**config.mk**
```make
export PLATFORM = sky130hd
export DESIGN_NAME = ahb_lite_fir_slave_fifo_flat
export DESIGN_NICKNAME = d
export VERILOG_FILES = /design/src/rtl/ahb_lite_fir_slave_fifo_if.sv /design/src/rtl/ahb_lite_fir_slave_fifo.sv /design/src/flat_wrapper.sv
export SDC_FILE = /design/constraint.sdc
export NUM_CORES = 1
export LEC_CHECK = 0
export BUFFER_PORTS_ARGS = -buffer_cell sky130_fd_sc_hd__buf_2
export CAP_MARGIN = 10
export CORE_MARGIN = 4
export CORE_UTILIZATION = 40
export CTS_BUF_LIST = sky130_fd_sc_hd__clkbuf_4 sky130_fd_sc_hd__clkbuf_8
export CTS_CLUSTER_SIZE = 40
export DETAILED_ROUTE_END_ITERATION = 10
export SETUP_SLACK_MARGIN = 0.02
export SKIP_LAST_GASP = 1
export SLEW_MARGIN = 20
export SYNTH_ARGS = -nofsm -noshare
export SYNTH_HDL_FRONTEND = slang
export SYNTH_SLANG_ARGS = --single-unit
```
**constraint.sdc**
```tcl
create_clock -name clk -period 3.59 [get_ports clk]
set_input_delay 0.5385 -clock clk [delete_from_list [all_inputs] [get_ports clk]]
set_output_delay 0.5385 -clock clk [all_outputs]
set_load 0.01 [all_outputs]
```
**src/rtl/ahb_lite_fir_slave_fifo_if.sv**
```systemverilog
`default_nettype none
// ============================================================================
// Module  : ahb_lite_fir_slave_fifo_if
// Brief   : AHB-Lite bus signal bundle for the FIR slave (master/slave views)
// Revision: 1.0
// ============================================================================
interface ahb_lite_fir_slave_fifo_if #(
    parameter int ADDR_W = 5
);
    logic              hsel;
    logic [ADDR_W-1:0] haddr;
    logic [2:0]        hsize;
    logic [1:0]        htrans;
    logic              hwrite;
    logic              hready;
    logic [15:0]       hwdata;
    logic [15:0]       hrdata;
    logic              hreadyout;
    logic              hresp;

    modport master (
        output hsel, haddr, hsize, htrans, hwrite, hready, hwdata,
        input  hrdata, hreadyout, hresp
    );

    modport slave (
        input  hsel, haddr, hsize, htrans, hwrite, hready, hwdata,
        output hrdata, hreadyout, hresp
    );
endinterface
`default_nettype wire

```
**src/rtl/ahb_lite_fir_slave_fifo.sv**
```systemverilog
`default_nettype none
// ============================================================================
// Module  : ahb_lite_fir_slave_fifo
// Brief   : AHB-Lite register slave with sample FIFO feeding a FIR controller
// Revision: 1.0
// ============================================================================
module ahb_lite_fir_slave_fifo #(
    parameter int NUM_COEFFS = 4,
    parameter int FIFO_DEPTH = 4,
    parameter int ADDR_W     = 5
) (
    input  logic                          clk,
    input  logic                          rst,
    ahb_lite_fir_slave_fifo_if.slave      bus,
    input  logic                          i_modwait,
    input  logic [15:0]                   i_fir_out,
    input  logic                          i_err,
    input  logic [$clog2(NUM_COEFFS)-1:0] i_coefficient_num,
    input  logic                          i_coeff_ack,
    output logic [15:0]                   o_sample_data,
    output logic                          o_data_ready,
    output logic                          o_new_coefficient_set,
    output logic [15:0]                   o_fir_coefficient
);

    localparam int CW = $clog2(NUM_COEFFS);
    localparam int PW = $clog2(FIFO_DEPTH);
    localparam int NW = PW + 1;
    localparam int IW = ADDR_W - 1;

    // Register index = halfword address (byte address >> 1)
    localparam logic [IW-1:0] c_IDX_STATUS   = IW'(0);
    localparam logic [IW-1:0] c_IDX_RESULT   = IW'(1);
    localparam logic [IW-1:0] c_IDX_SAMPLE   = IW'(2);
    localparam logic [IW-1:0] c_IDX_CTRL     = IW'(3);
    localparam logic [IW-1:0] c_IDX_COUNT    = IW'(4);
    localparam logic [IW-1:0] c_IDX_COEFF_LO = IW'(8);
    localparam logic [IW-1:0] c_IDX_COEFF_HI = IW'(8 + NUM_COEFFS - 1);

    typedef enum logic [1:0] {
        S_IDLE      = 2'd0,
        S_ISSUE     = 2'd1,
        S_WAIT_ACK  = 2'd2,
        S_WAIT_DONE = 2'd3
    } state_t;

    state_t           r_state;
    state_t           w_state_nxt;

    logic             r_dp_valid;
    logic             r_dp_write;
    logic [ADDR_W-1:0] r_dp_addr;
    logic [2:0]       r_dp_size;
    logic             r_err2;

    logic [15:0]      r_coeff [NUM_COEFFS];
    logic [15:0]      r_mem   [FIFO_DEPTH];
    logic [PW-1:0]    r_wptr;
    logic [PW-1:0]    r_rptr;
    logic [NW-1:0]    r_count;
    logic             r_ncs;
    logic [15:0]      r_sample;

    logic [IW-1:0]    w_idx;
    logic [CW-1:0]    w_coeff_sel;
    logic             w_is_coeff;
    logic             w_mapped;
    logic             w_ro;
    logic             w_bad;
    logic             w_dp_err;
    logic             w_lo_en;
    logic             w_hi_en;
    logic             w_sample_req;
    logic             w_stall;
    logic             w_wr_go;
    logic             w_push;
    logic             w_pop;
    logic             w_ctrl_wr;
    logic             w_flush;
    logic             w_ncs_set;
    logic             w_empty;
    logic             w_full;
    logic             w_busy;
    logic             w_load_sample;
    logic             w_data_ready;
    logic [15:0]      w_push_data;
    logic [15:0]      w_rdata;
    logic [15:0]      w_coeff_pad [2**CW];
    logic             w_unused;

    assign w_unused = bus.htrans[0];

    // ------------------------------------------------------------------
    // Address phase capture; held while the data phase is being stretched
    // ------------------------------------------------------------------
    always_ff @(posedge clk or posedge rst) begin
        if (rst) begin
            r_dp_valid <= 1'b0;
            r_dp_write <= 1'b0;
            r_dp_addr  <= '0;
            r_dp_size  <= 3'd0;
            r_err2     <= 1'b0;
        end else begin
            if (bus.hready) begin
                r_dp_valid <= bus.hsel && bus.htrans[1];
                r_dp_write <= bus.hwrite;
                r_dp_addr  <= bus.haddr;
                r_dp_size  <= bus.hsize;
            end
            r_err2 <= w_dp_err && !r_err2;
        end
    end

    // ------------------------------------------------------------------
    // Data phase decode
    // ------------------------------------------------------------------
    assign w_idx        = r_dp_addr[ADDR_W-1:1];
    assign w_coeff_sel  = r_dp_addr[CW:1];
    assign w_is_coeff   = (w_idx >= c_IDX_COEFF_LO) && (w_idx <= c_IDX_COEFF_HI);
    assign w_mapped     = w_is_coeff || (w_idx <= c_IDX_COUNT);
    assign w_ro         = (w_idx == c_IDX_STATUS) || (w_idx == c_IDX_RESULT) ||
                          (w_idx == c_IDX_COUNT);
    assign w_bad        = !w_mapped || (r_dp_write && w_ro) || (r_dp_size > 3'd1) ||
                          ((r_dp_size == 3'd1) && r_dp_addr[0]);
    assign w_dp_err     = r_dp_valid && w_bad;
    assign w_lo_en      = r_dp_size[0] || !r_dp_addr[0];
    assign w_hi_en      = r_dp_size[0] || r_dp_addr[0];

    // A full FIFO only stalls the push when no entry leaves this cycle
    assign w_sample_req = r_dp_valid && r_dp_write && !w_bad && (w_idx == c_IDX_SAMPLE);
    assign w_stall      = w_sample_req && w_full && !w_pop;
    assign w_wr_go      = r_dp_valid && r_dp_write && !w_bad && !w_stall;
    assign w_push       = w_wr_go && (w_idx == c_IDX_SAMPLE);
    assign w_ctrl_wr    = w_wr_go && (w_idx == c_IDX_CTRL) && w_lo_en;
    assign w_flush      = w_ctrl_wr && bus.hwdata[1];
    assign w_ncs_set    = w_ctrl_wr && bus.hwdata[0];
    assign w_push_data  = {w_hi_en ? bus.hwdata[15:8] : 8'h00,
                           w_lo_en ? bus.hwdata[7:0]  : 8'h00};

    assign bus.hreadyout = !(w_dp_err && !r_err2) && !w_stall;
    assign bus.hresp     = w_dp_err;
    assign bus.hrdata    = w_rdata;

    // ------------------------------------------------------------------
    // Coefficient registers with byte lanes
    // ------------------------------------------------------------------
    always_ff @(posedge clk or posedge rst) begin
        if (rst) begin
            for (int k = 0; k < NUM_COEFFS; k++) begin
                r_coeff[k] <= 16'h0000;
            end
        end else begin
            for (int k = 0; k < NUM_COEFFS; k++) begin
                if (w_wr_go && w_is_coeff && (w_coeff_sel == CW'(k))) begin
                    if (w_lo_en) r_coeff[k][7:0]  <= bus.hwdata[7:0];
                    if (w_hi_en) r_coeff[k][15:8] <= bus.hwdata[15:8];
                end
            end
        end
    end

    // Pad to a power of two so out-of-range indices read as zero
    for (genvar j = 0; j < 2**CW; j++) begin : g_coeff_pad
        if (j < NUM_COEFFS) begin : g_real
            assign w_coeff_pad[j] = r_coeff[j];
        end else begin : g_zero
            assign w_coeff_pad[j] = 16'h0000;
        end
    end

    assign o_fir_coefficient = w_coeff_pad[i_coefficient_num];

    // ------------------------------------------------------------------
    // Sample FIFO
    // ------------------------------------------------------------------
    assign w_empty = (r_count == NW'(0));
    assign w_full  = (r_count == NW'(FIFO_DEPTH));
    assign w_pop   = (r_state == S_ISSUE) && !w_empty;

    always_ff @(posedge clk) begin
        if (w_push) begin
            r_mem[r_wptr] <= w_push_data;
        end
    end

    always_ff @(posedge clk or posedge rst) begin
        if (rst) begin
            r_wptr  <= '0;
            r_rptr  <= '0;
            r_count <= '0;
        end else if (w_flush) begin
            r_wptr  <= '0;
            r_rptr  <= '0;
            r_count <= '0;
        end else begin
            if (w_push) r_wptr <= r_wptr + PW'(1);
            if (w_pop)  r_rptr <= r_rptr + PW'(1);
            case ({w_push, w_pop})
                2'b10:   r_count <= r_count + NW'(1);
                2'b01:   r_count <= r_count - NW'(1);
                default: r_count <= r_count;
            endcase
        end
    end

    // ------------------------------------------------------------------
    // Coefficient reload flag: a new set request beats a simultaneous ack
    // ------------------------------------------------------------------
    always_ff @(posedge clk or posedge rst) begin
        if (rst) begin
            r_ncs <= 1'b0;
        end else if (w_ncs_set) begin
            r_ncs <= 1'b1;
        end else if (i_coeff_ack) begin
            r_ncs <= 1'b0;
        end
    end

    // ------------------------------------------------------------------
    // Feeder FSM
    // ------------------------------------------------------------------
    always_ff @(posedge clk or posedge rst) begin
        if (rst) begin
            r_state <= S_IDLE;
        end else begin
            r_state <= w_state_nxt;
        end
    end

    always_comb begin
        w_state_nxt   = r_state;
        w_load_sample = 1'b0;
        w_data_ready  = 1'b0;
        case (r_state)
            S_IDLE: begin
                if (!w_empty && !i_modwait && !r_ncs) begin
                    w_state_nxt   = S_ISSUE;
                    w_load_sample = 1'b1;
                end
            end
            S_ISSUE: begin
                w_data_ready = 1'b1;
                w_state_nxt  = S_WAIT_ACK;
            end
            S_WAIT_ACK: begin
                if (i_modwait) w_state_nxt = S_WAIT_DONE;
            end
            S_WAIT_DONE: begin
                if (!i_modwait) w_state_nxt = S_IDLE;
            end
            default: w_state_nxt = S_IDLE;
        endcase
    end

    always_ff @(posedge clk or posedge rst) begin
        if (rst) begin
            r_sample <= 16'h0000;
        end else if (w_load_sample) begin
            r_sample <= r_mem[r_rptr];
        end
    end

    assign o_sample_data         = r_sample;
    assign o_data_ready          = w_data_ready;
    assign o_new_coefficient_set = r_ncs;
    assign w_busy                = i_modwait || r_ncs || (r_state != S_IDLE);

    // ------------------------------------------------------------------
    // Read mux, driven only during a legal read data phase
    // ------------------------------------------------------------------
    always_comb begin
        w_rdata = 16'h0000;
        if (r_dp_valid && !r_dp_write && !w_bad) begin
            if (w_is_coeff) begin
                w_rdata = w_coeff_pad[w_coeff_sel];
            end else begin
                case (w_idx)
                    c_IDX_STATUS: w_rdata = {7'd0, i_err, 5'd0, w_full, w_empty, w_busy};
                    c_IDX_RESULT: w_rdata = i_fir_out;
                    c_IDX_SAMPLE: w_rdata = w_empty ? 16'h0000 : r_mem[r_rptr];
                    c_IDX_COUNT:  w_rdata = 16'(r_count);
                    default:      w_rdata = 16'h0000;
                endcase
            end
        end
    end

endmodule
`default_nettype wire

```
**src/flat_wrapper.sv**
```systemverilog
// flat-port wrapper written by rule: the top's interface ports become plain ports
module ahb_lite_fir_slave_fifo_flat 
#(
    parameter int NUM_COEFFS = 4,
    parameter int FIFO_DEPTH = 4,
    parameter int ADDR_W     = 5
)
  (clk, rst, i_modwait, i_fir_out, i_err, i_coefficient_num, i_coeff_ack, o_sample_data, o_data_ready, o_new_coefficient_set, o_fir_coefficient, bus_hsel, bus_haddr, bus_hsize, bus_htrans, bus_hwrite, bus_hready, bus_hwdata, bus_hrdata, bus_hreadyout, bus_hresp);
  ahb_lite_fir_slave_fifo_if #(.ADDR_W(ADDR_W)) bus_i ();
  input  logic clk;
  input  logic rst;
  input  logic i_modwait;
  input  logic [15:0] i_fir_out;
  input  logic i_err;
  input  logic [$clog2(NUM_COEFFS)-1:0] i_coefficient_num;
  input  logic i_coeff_ack;
  output logic [15:0] o_sample_data;
  output logic o_data_ready;
  output logic o_new_coefficient_set;
  output logic [15:0] o_fir_coefficient;
  input wire logic [$bits(bus_i.hsel)-1:0] bus_hsel;
  input wire logic [$bits(bus_i.haddr)-1:0] bus_haddr;
  input wire logic [$bits(bus_i.hsize)-1:0] bus_hsize;
  input wire logic [$bits(bus_i.htrans)-1:0] bus_htrans;
  input wire logic [$bits(bus_i.hwrite)-1:0] bus_hwrite;
  input wire logic [$bits(bus_i.hready)-1:0] bus_hready;
  input wire logic [$bits(bus_i.hwdata)-1:0] bus_hwdata;
  output wire logic [$bits(bus_i.hrdata)-1:0] bus_hrdata;
  output wire logic [$bits(bus_i.hreadyout)-1:0] bus_hreadyout;
  output wire logic [$bits(bus_i.hresp)-1:0] bus_hresp;
  assign bus_i.hsel = bus_hsel;
  assign bus_i.haddr = bus_haddr;
  assign bus_i.hsize = bus_hsize;
  assign bus_i.htrans = bus_htrans;
  assign bus_i.hwrite = bus_hwrite;
  assign bus_i.hready = bus_hready;
  assign bus_i.hwdata = bus_hwdata;
  assign bus_hrdata = bus_i.hrdata;
  assign bus_hreadyout = bus_i.hreadyout;
  assign bus_hresp = bus_i.hresp;
  ahb_lite_fir_slave_fifo #(.NUM_COEFFS(NUM_COEFFS), .FIFO_DEPTH(FIFO_DEPTH), .ADDR_W(ADDR_W)) u_core (.clk(clk), .rst(rst), .bus(bus_i), .i_modwait(i_modwait), .i_fir_out(i_fir_out), .i_err(i_err), .i_coefficient_num(i_coefficient_num), .i_coeff_ack(i_coeff_ack), .o_sample_data(o_sample_data), .o_data_ready(o_data_ready), .o_new_coefficient_set(o_new_coefficient_set), .o_fir_coefficient(o_fir_coefficient));
endmodule
```
==> metrics.md <==
| Metric | Value |
|---|---|
| Max stage delay on crit path | `750 ps` |
| Total power | `5.02 mW` |
| Final hold vios | `0` |
| F_max | `0.314 GHz` |
| Yosys warnings | `0` |
| P per Cell Area | `552 mW/mm²` |
| Cells after Synth | `522` |
| Cts hold-fix bufs | `0` |
| Largest net degree at the start of global routing | `91` |
| Worst EP required | `3050 ps` |
| Fin crit period | `3190 ps` |
| Max cap viols | `0` |
| Clk slew on worst S/H paths | `100 ps` |
| Sequential share of the synthesized area | `0.563` |
| GRT Total Usage | `0.180` |
| Die H | `149 µm` |
| Crit-path leading delay family | `simple AND/OR/NAND/NOR gates` |
| Critical path type | `register to primary output` |
| Leak pwr | `3.62 nW` |
| Starting Density | `0.406` |
| Critical Path Start Type | `register` |
| CTS max path bufs | `2` |
| Critical R2R Launch | `u_core.r_dp_size[0]$_DFFE_PP0P_` |
| Post-synth EDFFs | `64` |
| Post-DP HPWL | `13.6 mm` |
| Boundary pin count | `104` |
| RSZ-0062 raised after global routing | `no` |
| Top layer in use | `met5` |
| DR vias/cell | `5.37` |
| Worst-Skew Late Latency | `450 ps` |
| Worst hold path class | `primary input to async pin` |
| GPL Wtd Cong | `0.851` |
| Setup bufs post-CTS | `0` |
| First-pass GRT wire length | `29.8 mm` |
| Worst Max-Slew Pin Slew | `896 ps` |
| DRT iter0 DRCs | `285` |
| WL per Instance | `21.2 µm` |
| DRC | `0` |
| Critical Path Sink Type | `primary output` |
| WP buf/inv | `1` |
| Commonest non-fill, non-tap cells in the layout | `buf_2 (102), dfrtp_1 (101), mux2_2 (91), edfxtp_1 (64), mux4_2 (48)` |
| R2r setup slk | `600 ps` |
| Worst Setup SP | `u_core.r_dp_addr[3]$_DFFE_PP0P_` |
| Critical Path AT | `2650 ps` |
| Commonest non-fill, non-tap cell in the layout | `buf_2` |
| Core area | `0.0195 mm²` |
| Antenna violations before repair | `2` |
| Grt ovf | `0` |
| Proportion of layout cells with a drive suffix above 1 | `0.469` |
| Syn nets | `584` |
| Max Fanout on Critical Path | `16` |
| Met2 wire len | `9.52 mm` |
| Worst path slowest cell | `or4b_2` |
| Period utilization | `0.888` |
| Setup-failing EPs final | `0` |
| Worst vdd ir | `0.237 mV` |
| Vias in the first global route | `5,235` |
| Area Overhead vs Synth | `15.1%` |
| Synth cell types | `48` |
| FF-to-FF path depth | `10` |
| I/O Buffers | `102` |
| Die ar. | `0.0221 mm²` |
| Slew margin rel. | `0.401` |
| Status | `finished clean` |
| Fin util | `0.467` |
| TritonCTS Buffers | `17` |
| Drt first pass iters | `5` |
| FF-to-FF End | `u_core.r_count[1]$_DFFE_PP0P_` |
| TritonCTS clock tree | `built` |
| Deepest level of the CTS H-tree | `4` |
| Async SR Flop Fraction | `0.612` |
| Ys flop type | `dfrtp_1` |
| Ordered list of cells on the worst path | `or4b_2, nor2_4, a2bb2oi_1, nor2_1, buf_2` |
| Synth top area share | `0.320` |
| Layout Nets | `688` |
| DRT met1 WL | `8.34 mm` |
| Syn Area/Cell | `15.1 µm²` |
| # rows | `51` |
| Post-Route WL | `19.2 mm` |
| TNS Setup | `0 ps` |
| Hold WS | `255 ps` |
| Routed wl met3 | `948 µm` |
| Sink Count | `165` |
| CTS Root Cell | `clkbuf_8` |
| Final Skew | `16.4 ps` |
| Area leader, netlist | `dfrtp_1` |
| Post-synthesis register bit count | `165` |
| Die X-Extent | `149 µm` |
| PostCTS Resize Cnt | `0` |
| Cell types occupying the most area after synthesis | `dfrtp_1 (32%), edfxtp_1 (24%), mux4_2 (14%)` |
| Post-Syn Area | `0.00790 mm²` |
| Antenna-violating nets left | `0` |
| Slew Limit Fails | `0` |
| Vias | `4,862` |
kinds of logic (layout without fill, tap and decap cells):
| logic type | count (synthesis) | count (layout) | share of synthesized area |
|---|---|---|---|
| DFF | 165 | 165 | 0.563 |
| muxes | 140 | 140 | 0.268 |
| and+or+nand+nor | 95 | 95 | 0.0713 |
| AOI/OAI and AO/OA | 65 | 65 | 0.0532 |
| buffers and inverters | 42 | 159 | 0.0220 |
| adders and majority gates | 10 | 10 | 0.0168 |
| xor gates and xnor gates | 5 | 5 | 0.00555 |
| other | 0 | 1 | 0 |
how the worst max path moves through the flow:
| stage | endpoint | slack (ps) | cells past startpoint |
|---|---|---|---|
| after detailed placement | u_core.r_count[1]$_DFFE_PP0P_ | 590 | 10 |
| after global routing | bus_hrdata[0] | 330 | 6 |
| final | bus_hrdata[6] | 400 | 5 |
| after floorplan | u_core.o_new_coefficient_set$_DFFE_PP0P_ | 400 | 1 |
| after global placement | u_core.r_count[1]$_DFFE_PP0P_ | 720 | 10 |
| after CTS | bus_hrdata[6] | 400 | 5 |
per-layer routing:
layer,global-route usage,vias to the layer above
met3,0.0484,19
met4,0.0531,2
met1,0.238,2505
li1,-,2208
met2,0.294,128
met5,0,-
worst register-to-register path, cell delays in order, from the launching register on:
cell and delay, ps:
dfrtp_1 410, a211o_2 440, or2_2 350, nor3_1 610
inv_1 110, ha_1 240, inv_1 80, fa_1 410
nor2_1 120, a21oi_1 50, nor2_1 110
flip-flops by register name, summed over array words and instances (netlist names):
register                      count
u_core.r_rptr                     2
u_core.r_mem                     64
u_core.o_sample_data             16
u_core.r_dp_valid                 1
u_core.r_wptr                     2
u_core.r_dp_write                 1
u_core.o_new_coefficient_set      1
u_core.r_err2                     1
u_core.r_dp_addr                  5
u_core.r_coeff                   64
u_core.r_dp_size                  3
u_core.r_count                    3
u_core.r_state                    2
synth_stat cells (all sizes together), types with 2 or more instances:
master and number:
a21oi 17, a2bb2oi 13, a311oi 2, a31oi 4
and2 14, and3 3, buf 14, clkbuf 16
dfrtp 101, edfxtp 64, ha 9, inv 12
mux2 91, mux4 48, nand2 11, nand2b 3
nand3 4, nand3b 2, nand4 2, nor2 31
nor2b 11, nor3 4, nor4 2, nor4b 3
o21ai 19, o21bai 4, xnor2 2, xor2 3
where the power goes:
group          internal (mW)  leakage [nW]  switching, mW
registers               2.18          1.79          0.197
logic                  0.696          1.64          0.668
clock network          0.592         0.192          0.679
stage by stage:
stage	std cells	setup slack, ps	area [µm²]
after CTS	904	404	9090
after detailed placement	872	593	8710
after floorplan	522	404	7900
final	905	402	9090
after global routing	905	329	9090
after global placement	872	723	8710
layout make-up:
| type | instances | area, µm² |
|---|---|---|
| sequential | 165 | 4450 |
| timing repair buffer | 115 | 608 |
| tap | 265 | 332 |
| fill | 1728 | 10400 |
| clock inverter | 11 | 104 |
| multi-input combinational | 315 | 3280 |
| inverter | 12 | 50.0 |
| clock buffer | 21 | 270 |
| antenna | 1 | 2.50 |
(Power assumes the default switching activity.)
